### src/rtl/ctrl_pipe_pkg.sv
// Shared widths and forward-select encodings for the control pipeline.
// Forwarding build is selected with the CTRL_PIPE_FWD_EN macro.
package ctrl_pipe_pkg;
  localparam int REG_AW_DEFAULT = 5;
  localparam int ALUC_W_DEFAULT = 3;

  localparam logic [1:0] FWD_RF  = 2'b00;
  localparam logic [1:0] FWD_WB  = 2'b01;
  localparam logic [1:0] FWD_MEM = 2'b10;
endpackage

### src/rtl/ctrl_pipeline_hazard_detect.sv
// Combinational stall and forward-select logic for the D/E operands.
// CTRL_PIPE_FWD_EN defined: bypass network; undefined: interlock-only stalls.
module hazard_detect
  import ctrl_pipe_pkg::*;
#(
  parameter int REG_AW = REG_AW_DEFAULT
) (
  input  logic [REG_AW-1:0] rsD,
  input  logic [REG_AW-1:0] rtD,
  input  logic              branchD,
  input  logic [REG_AW-1:0] rsE,
  input  logic [REG_AW-1:0] rtE,
  input  logic [REG_AW-1:0] writeRegE,
  input  logic              regWriteE,
  input  logic              memtoRegE,
  input  logic [REG_AW-1:0] writeRegM,
  input  logic              regWriteM,
  input  logic              memtoRegM,
  input  logic [REG_AW-1:0] writeRegW,
  input  logic              regWriteW,
  output logic              stall,
  output logic [1:0]        forwardAE,
  output logic [1:0]        forwardBE,
  output logic              forwardAD,
  output logic              forwardBD
);

  // $0 is hard-wired, so it never creates a dependency.
  function automatic logic hit(input logic [REG_AW-1:0] a, input logic [REG_AW-1:0] b);
    return (a != '0) && (a == b);
  endfunction

  logic [REG_AW-1:0] srcD [2];
  logic [3:0]        fwdE;
  logic [1:0]        fwdD;
  logic [1:0]        hazHit;

  assign srcD[0] = rsD;
  assign srcD[1] = rtD;

`ifdef CTRL_PIPE_FWD_EN
  logic [REG_AW-1:0] srcE [2];
  assign srcE[0] = rsE;
  assign srcE[1] = rtE;
`endif

  genvar gi;
  generate
    for (gi = 0; gi < 2; gi++) begin : gSrc
`ifdef CTRL_PIPE_FWD_EN
      assign fwdE[2*gi +: 2] = (regWriteM && hit(writeRegM, srcE[gi])) ? FWD_MEM :
                               (regWriteW && hit(writeRegW, srcE[gi])) ? FWD_WB  : FWD_RF;
      assign fwdD[gi]   = regWriteM && hit(writeRegM, srcD[gi]);
      assign hazHit[gi] = (memtoRegE && hit(rtE, srcD[gi])) ||
                          (branchD && ((regWriteE && hit(writeRegE, srcD[gi])) ||
                                       (memtoRegM && hit(writeRegM, srcD[gi]))));
`else
      assign fwdE[2*gi +: 2] = FWD_RF;
      assign fwdD[gi]   = 1'b0;
      assign hazHit[gi] = (regWriteE && hit(writeRegE, srcD[gi])) ||
                          (regWriteM && hit(writeRegM, srcD[gi]));
`endif
    end
  endgenerate

`ifndef CTRL_PIPE_FWD_EN
  // WB needs no interlock: the register file writes before it reads.
  logic unusedNoFwd;
  assign unusedNoFwd = ^{branchD, rsE, rtE, memtoRegE, memtoRegM, writeRegW, regWriteW};
`endif

  assign stall     = |hazHit;
  assign forwardAE = fwdE[1:0];
  assign forwardBE = fwdE[3:2];
  assign forwardAD = fwdD[0];
  assign forwardBD = fwdD[1];

endmodule

### src/rtl/ctrl_pipeline.sv
// Control-side D->E->M->W stage registers with hazard/forwarding selects.
// Define CTRL_PIPE_FWD_EN for the forwarding build; default is interlock-only.
module ctrl_pipeline
  import ctrl_pipe_pkg::*;
#(
  parameter int REG_AW = REG_AW_DEFAULT,
  parameter int ALUC_W = ALUC_W_DEFAULT
) (
  input  logic              i_CLK,
  input  logic              i_RST,
  input  logic              i_RegWriteD,
  input  logic              i_MemtoRegD,
  input  logic              i_MemWriteD,
  input  logic              i_ALUSrcD,
  input  logic              i_RegDstD,
  input  logic              i_BranchD,
  input  logic [ALUC_W-1:0] i_ALUControlD,
  input  logic [REG_AW-1:0] i_RsD,
  input  logic [REG_AW-1:0] i_RtD,
  input  logic [REG_AW-1:0] i_RdD,
  output logic              o_RegWriteE,
  output logic              o_MemtoRegE,
  output logic              o_MemWriteE,
  output logic              o_ALUSrcE,
  output logic [ALUC_W-1:0] o_ALUControlE,
  output logic [REG_AW-1:0] o_RsE,
  output logic [REG_AW-1:0] o_RtE,
  output logic [REG_AW-1:0] o_WriteRegE,
  output logic              o_RegWriteM,
  output logic              o_MemtoRegM,
  output logic              o_MemWriteM,
  output logic [REG_AW-1:0] o_WriteRegM,
  output logic              o_RegWriteW,
  output logic              o_MemtoRegW,
  output logic [REG_AW-1:0] o_WriteRegW,
  output logic              o_StallF,
  output logic              o_StallD,
  output logic              o_FlushE,
  output logic [1:0]        o_ForwardAE,
  output logic [1:0]        o_ForwardBE,
  output logic              o_ForwardAD,
  output logic              o_ForwardBD
);

  logic              regWriteE, memtoRegE, memWriteE, aluSrcE, regDstE;
  logic [ALUC_W-1:0] aluControlE;
  logic [REG_AW-1:0] rsE, rtE, rdE, writeRegE;
  logic              regWriteM, memtoRegM, memWriteM;
  logic [REG_AW-1:0] writeRegM;
  logic              regWriteW, memtoRegW;
  logic [REG_AW-1:0] writeRegW;
  logic              stall;

  assign writeRegE = regDstE ? rdE : rtE;

  always_ff @(posedge i_CLK) begin
    if (i_RST) begin
      regWriteE   <= 1'b0;
      memtoRegE   <= 1'b0;
      memWriteE   <= 1'b0;
      aluSrcE     <= 1'b0;
      regDstE     <= 1'b0;
      aluControlE <= '0;
      rsE         <= '0;
      rtE         <= '0;
      rdE         <= '0;
      regWriteM   <= 1'b0;
      memtoRegM   <= 1'b0;
      memWriteM   <= 1'b0;
      writeRegM   <= '0;
      regWriteW   <= 1'b0;
      memtoRegW   <= 1'b0;
      writeRegW   <= '0;
    end else begin
      // A stalled decode slot turns into a bubble in EX; later stages drain.
      if (stall) begin
        regWriteE   <= 1'b0;
        memtoRegE   <= 1'b0;
        memWriteE   <= 1'b0;
        aluSrcE     <= 1'b0;
        regDstE     <= 1'b0;
        aluControlE <= '0;
        rsE         <= '0;
        rtE         <= '0;
        rdE         <= '0;
      end else begin
        regWriteE   <= i_RegWriteD;
        memtoRegE   <= i_MemtoRegD;
        memWriteE   <= i_MemWriteD;
        aluSrcE     <= i_ALUSrcD;
        regDstE     <= i_RegDstD;
        aluControlE <= i_ALUControlD;
        rsE         <= i_RsD;
        rtE         <= i_RtD;
        rdE         <= i_RdD;
      end
      regWriteM <= regWriteE;
      memtoRegM <= memtoRegE;
      memWriteM <= memWriteE;
      writeRegM <= writeRegE;
      regWriteW <= regWriteM;
      memtoRegW <= memtoRegM;
      writeRegW <= writeRegM;
    end
  end

  hazard_detect #(.REG_AW(REG_AW)) uHazard (
    .rsD       (i_RsD),
    .rtD       (i_RtD),
    .branchD   (i_BranchD),
    .rsE       (rsE),
    .rtE       (rtE),
    .writeRegE (writeRegE),
    .regWriteE (regWriteE),
    .memtoRegE (memtoRegE),
    .writeRegM (writeRegM),
    .regWriteM (regWriteM),
    .memtoRegM (memtoRegM),
    .writeRegW (writeRegW),
    .regWriteW (regWriteW),
    .stall     (stall),
    .forwardAE (o_ForwardAE),
    .forwardBE (o_ForwardBE),
    .forwardAD (o_ForwardAD),
    .forwardBD (o_ForwardBD)
  );

  assign o_RegWriteE   = regWriteE;
  assign o_MemtoRegE   = memtoRegE;
  assign o_MemWriteE   = memWriteE;
  assign o_ALUSrcE     = aluSrcE;
  assign o_ALUControlE = aluControlE;
  assign o_RsE         = rsE;
  assign o_RtE         = rtE;
  assign o_WriteRegE   = writeRegE;
  assign o_RegWriteM   = regWriteM;
  assign o_MemtoRegM   = memtoRegM;
  assign o_MemWriteM   = memWriteM;
  assign o_WriteRegM   = writeRegM;
  assign o_RegWriteW   = regWriteW;
  assign o_MemtoRegW   = memtoRegW;
  assign o_WriteRegW   = writeRegW;
  assign o_StallF      = stall;
  assign o_StallD      = stall;
  assign o_FlushE      = stall;

endmodule

### config.mk
export PLATFORM = sky130hd
export DESIGN_NAME = ctrl_pipeline
export DESIGN_NICKNAME = d
export VERILOG_FILES = /design/src/rtl/ctrl_pipe_pkg.sv /design/src/rtl/ctrl_pipeline_hazard_detect.sv /design/src/rtl/ctrl_pipeline.sv
export SDC_FILE = /design/constraint.sdc
export NUM_CORES = 1
export LEC_CHECK = 0
export ABC_AREA = 1
export ABC_CLOCK_PERIOD_IN_PS = 2200
export CORE_UTILIZATION = 40
export CTS_CLUSTER_DIAMETER = 30
export DETAILED_ROUTE_END_ITERATION = 10
export GPL_TIMING_DRIVEN = 0
export PLACE_DENSITY = 0.81
export SETUP_SLACK_MARGIN = 0.02
export SYNTH_ARGS = -nofsm -noshare
export SYNTH_HDL_FRONTEND = slang
export SYNTH_HIERARCHICAL = 1
export SYNTH_SLANG_ARGS = --single-unit
export TNS_END_PERCENT = 20
### constraint.sdc
create_clock -name i_CLK -period 2.2 [get_ports i_CLK]
set_input_delay 0.44 -clock i_CLK [delete_from_list [all_inputs] [get_ports i_CLK]]
set_output_delay 0.44 -clock i_CLK [all_outputs]
set_load 0.03 [all_outputs]
==> impl_metrics.ini, run 1 <==
[clock_network]
cts_tree = yes
ctsHoldBuffers = 0
numCtsBuffers = 5
clk_path_buf_depth = 2
htreeDepth = 2
path_clk_slew_ps = 70
clk_latency_ps = 290
cts-root-buf = clkbuf_8
cts_sinks = 38

[floorplan]
die_y_microns = 66.38
rows = 23
start_util_pct = 41.45
core_sq_um = 4000
fp.dieArea_sq_um = 4406
ios = 72
die_w_microns = 66.38

[grt]
gr-total-overflow = 0
grt_pass1_wl_mm = 5.520
grtUsageTotal_pct = 17.16
grt_pass1_vias = 1280
grt_max_degree = 12
antenna_found_initial = 0

[setup_path]
crit_slowest_cell = dfxtp_4
cpMostUsedCell = nand2_1
critPathMaxFanout = 6
cp_cell_sequence = inv_4, nand2_1, nand2_2, inv_2, inv_1, nand2_1, nand2_1, nor2_1, nand3_1, nand2_1, nand2_1, nand2_2, buf_6, buf_6
required_ps = 1760
worstSetupEndpointType = output pin
critical-path-top-delay-family = simple AND/OR/NAND/NOR gates
start_kind = register
crit_arrival_ps = 1750
critical-path-max-stage-delay_ps = 390
worst-setup-path-type = reg2out
crit_buf_inv = 5

[sta]
worst_slack_ps = 14.16
setup_violations = 0
rsz0062_at_grt = true
fmax_mhz = 457.5
fin_crit_ps = 2186
setup_tns_ps = 0
fin_crit_sh_pct = 99.36
hold_viol_final = 0
slew_viol_final = 0
final.setup_skew_ps = 2.278

[route]
wl_per_cell_microns = 9.275
vias = 1533
drtAntennaViolNets = 0
drt_iter0_drc = 45
firstDrtPassIters = 4
vias_per_cell = 4.088
wirelength_mm = 3.478
drc_errors = 0

[place]
io_buffer_count = 64
dpl_worst_slack_ps = -588.7
routabilityCongestion = 0.8382
hpwl_mm = 2.655
placed_cells = 365

[final_layout]
drive_gt1_share_pct = 17.54
fillCellCount = 388
area_growth_pct = 51.55
nNetsFinal = 351
diodes = 0
layout_common_cells = 59 x inv_1, 54 x nand2_1, 51 x clkdlybuf4s50_1, 37 x dfxtp_1, 36 x nor2_1
final_common_cell = inv_1
layoutNonFillerInstCount = 375

[synthesis]
syn_avg_cell_area_sq_um = 6.739
seq_area_frac_synth_pct = 45.89
synthDistinctLibCells = 16
ys_warn_count = 6
syn_area_sq_um = 1658
syn_inst = 246
synth-seq-cells = 38

[run_status]
status = finished clean

[worst_hold_path]
min_path_type = reg2reg

[flow_run]
max-cap-violations = 0

[pwr]
p_leak_nw = 1.317
powerDensity_nw_per_um2 = 648.5
vdd_ir_drop_max_mv = 0.3844
power_mw = 1.629
-- synthesized netlist by cell type (all sizes together) --
master  number  share of area [%]
buf         11                5.7
clkbuf       1               0.23
conb         1               0.23
dfxtp       38                 46
inv         69                 16
nand2       65                 15
nand3        5                1.5
nand4        1               0.38
nor2        47                 12
o21ai        2               0.60
or2          1               0.38
xnor2        4                2.1
xor2         1               0.53
-- sequential cells by signal (all words and copies together), names as in the netlist, 3 cells and up --
| signal | count |
|---|---|
| o_ALUControlE | 3 |
| o_RsE | 5 |
| o_WriteRegM | 5 |
| rdE | 5 |
| o_WriteRegW | 5 |
| o_RtE | 5 |
-- stage by stage --
step	cell area (sq um)	hold WS (ps)	utilization, %
after global routing	2512	453.9	62.81
final	2512	422.8	62.81
after global placement	2382	406.1	59.56
after detailed placement	2382	414.0	59.56
after floorplan	1679	498.3	-
after CTS	2467	424.4	61.68
-- worst reg2reg max path, cell delays in order (launching register included) --
cell and delay (ps):
dfxtp_4 370, inv_4 80, nand2_1 60, nand2_2 60, inv_2 50, inv_1 90
nand2_1 70, nand2_1 70, nor2_1 40, nand3_1 80, nand2_1 60, nand2_1 70
nand2_2 90, or2_1 260, buf_6 140, buf_6 150, nor2_2 70
-- power by group --
| group | internal [mW] | switching (mW) | total, mW |
|---|---|---|---|
| Combinational | 0.183 | 0.246 | 0.429 |
| Clock | 0.217 | 0.233 | 0.450 |
| Sequential | 0.728 | 0.0220 | 0.750 |
-- cell families (layout without fill, tap and decap cells) --
logic type	after synthesis	after routing	share of synthesized area [%]
buffers and inverters	81	155	21.51
other	1	6	0.2262
AO/OA/AOI/OAI	2	2	0.6038
flip-flops	38	38	45.89
XOR/XNOR	5	5	2.641
AND/OR/NAND/NOR	119	119	29.13
-- worst paths after layout --
path / startpoint / to / slack, ps / depth (start not counted)
worst max-delay path: regDstE$_SDFF_PP0_ / o_StallD / 10 / 14
worst min-delay path: o_MemtoRegE$_SDFF_PP0_ / o_MemtoRegM$_SDFF_PP0_ / 420 / 2
worst max register to register: regDstE$_SDFF_PP0_ / regDstE$_SDFF_PP0_ / 340 / 16
worst min register to register: o_MemtoRegE$_SDFF_PP0_ / o_MemtoRegM$_SDFF_PP0_ / 420 / 2
-- layer usage --
metal,global-route usage (%),up-vias,share of wire (%)
li1,-,821,-
met1,17.26,646,40
met2,31.63,60,51
met3,6.552,6,7.0
met4,6.383,0,1.5
met5,0,-,0
-- timing repair --
item                                   4_1_cts  5_1_grt
setup endpoints to repair                    8        4
endpoints found under the hold margin        0        0
pin swaps                                    2        7
resized for setup                           38       14
buffers inserted                             1        2
cloned                                       0        0
-- layout make-up --
class	count	area [sq um]	area share, %
Buffer	12	105.1	4.183
Clock buffer	6	72.57	2.888
Clock inverter	1	7.507	0.2988
Inverter	69	264.0	10.51
Multi-Input combinational cell	132	589.3	23.46
Sequential cell	38	764.5	30.43
Tap cell	50	62.56	2.490
Timing Repair Buffer	67	646.9	25.75
Power figures use the tool's default switching activity.
==> run 2, diff against run 1 <==
- SLEW_MARGIN: not set -> 0
==> results of run 2 <==
The final DEF is identical to that of run 1; final timing and power are the same.
==> run 3, diff against run 2 <==
- CORE_UTILIZATION: 40 -> 42
- PLACE_DENSITY: 0.81 -> 0.84
==> impl_metrics.ini, run 3 (same netlist as run 1, synthesis figures left out) <==
[run_status]
status = finished clean

[setup_path]
critPathMaxFanout = 4
crit_arrival_ps = 1730
rr_endpoint = o_RtE[0]$_SDFF_PP0_
worst-setup-path-type = in2out
worstSetupEndpointType = output pin
required_ps = 1760
reg2reg_depth = 14
reg2reg_setup_slack_ps = 310
timing.rr.start = regDstE$_SDFF_PP0_
start_kind = primary input

[place]
io_buffer_count = 64
routabilityCongestion = 0.8107
dpl_worst_slack_ps = -555.6
hpwl_mm = 2.647

[grt]
grt_max_degree = 12
gr-total-overflow = 0
grtUsageTotal_pct = 17.76
grt_pass1_vias = 1282
antenna_found_initial = 0
grt_pass1_wl_mm = 5.478

[route]
drt_iter0_drc = 53
vias = 1511
drtAntennaViolNets = 0
wirelength_mm = 3.447
wl_per_cell_microns = 9.241
firstDrtPassIters = 4
drc_errors = 0
vias_per_cell = 4.051

[final_layout]
nNetsFinal = 350
area_growth_pct = 51.40
layout_common_cells = 58 x inv_1, 55 x nand2_1, 50 x clkdlybuf4s50_1, 37 x nor2_1, 37 x dfxtp_1
utilization_pct = 67.54
fillCellCount = 341
diodes = 0
final_common_cell = inv_1
drive_gt1_share_pct = 17.54

[worst_hold_path]
whs_path_depth = 2
min_to = o_MemWriteM$_SDFF_PP0_
min_path_type = reg2reg
worstHoldStart = o_MemWriteE$_SDFF_PP0_

[flow_run]
max-cap-violations = 0

[clock_network]
numCtsBuffers = 5
cts-root-buf = clkbuf_8
cts_tree = yes
ctsHoldBuffers = 0
path_clk_slew_ps = 70
cts_sinks = 38
clk_path_buf_depth = 2
htreeDepth = 2
clk_latency_ps = 290

[floorplan]
fp.dieArea_sq_um = 4202
core_sq_um = 3716
rows = 22
start_util_pct = 44.61
ios = 72
die_y_microns = 64.83
die_w_microns = 64.83

[sta]
fin_crit_ps = 2168
setup_violations = 0
fmax_mhz = 461.2
slew_viol_final = 0
hold_viol_final = 0
fin_crit_sh_pct = 98.55
final.setup_skew_ps = 3.328
rsz0062_at_grt = true
setup_tns_ps = 0
worst_slack_ps = 31.94

[pwr]
vdd_ir_drop_max_mv = 0.4088
p_leak_nw = 1.332
powerDensity_nw_per_um2 = 659.2
run 3: metrics by stage:
stage / hold slack [ps] / area (sq um) / power, mW / std cells
after global routing: 440.1 / 2510 / 1.742 / 373
after floorplan: 498.3 / 1679 / 1.013 / 251
after detailed placement: 411.4 / 2380 / 1.179 / 363
final: 422.0 / 2510 / 1.655 / 373
after CTS: 424.4 / 2464 / 1.660 / 371
after global placement: 406.8 / 2380 / 1.172 / 363
run 3: worst max path at each step:
| stage | from | endpoint | cells after the start |
|---|---|---|---|
| finish | i_RtD[2] | o_StallD | 8 |
| global route | regDstE$_SDFF_PP0_ | o_StallD | 14 |
| CTS | regDstE$_SDFF_PP0_ | o_StallF | 14 |
| detailed placement | i_RsD[3] | o_StallD | 11 |
| global placement | i_RtD[1] | o_StallF | 11 |
| floorplan | o_RtE[2]$_SDFF_PP0_ | o_StallD | 13 |
run 3: power breakdown:
part	leakage [nW]	switching (mW)	total (mW)	internal, mW
clock	0.0482	0.227	0.480	0.252
sequential	0.315	0.0235	0.751	0.728
combinational	0.968	0.243	0.423	0.180
run 3: per-layer routing:
layer / share of wire, % / up-vias / GRT usage (%) / wire length, microns
li1: - / 819 / - / -
met5: 0 / - / 0 / 0
met2: 51 / 53 / 31.90 / 1745
met3: 4.9 / 5 / 4.225 / 170
met1: 42 / 634 / 18.74 / 1461
met4: 2.0 / 0 / 10.00 / 70
run 3: area by class of cell:
type	count	area [sq um]	share of cell area, %
clock inverters	1	5.005	0.1994
clock buffers	7	86.33	3.440
flip-flops and latches	38	764.5	30.46
well taps	48	60.06	2.393
multi-input cells	132	584.3	23.28
plain buffers	12	105.1	4.187
inverters	69	264.0	10.52
repair buffers	66	640.6	25.52
run 3: repair_timing:
action | in CTS | in global routing
hold endpoints to repair | 0 | 0
gates resized for setup | 37 | 15
pin swaps | 2 | 10
setup buffers | 0 | 2
endpoints found under the setup margin | 8 | 3
run 3: critical path, stage by stage:
cell             delay, ps
clkdlybuf4s50_1        570
xnor2_1                160
nand3_1                100
nand2_1                 80
nand2_1                 60
nand2_2                100
buf_6                  100
buf_6                  110
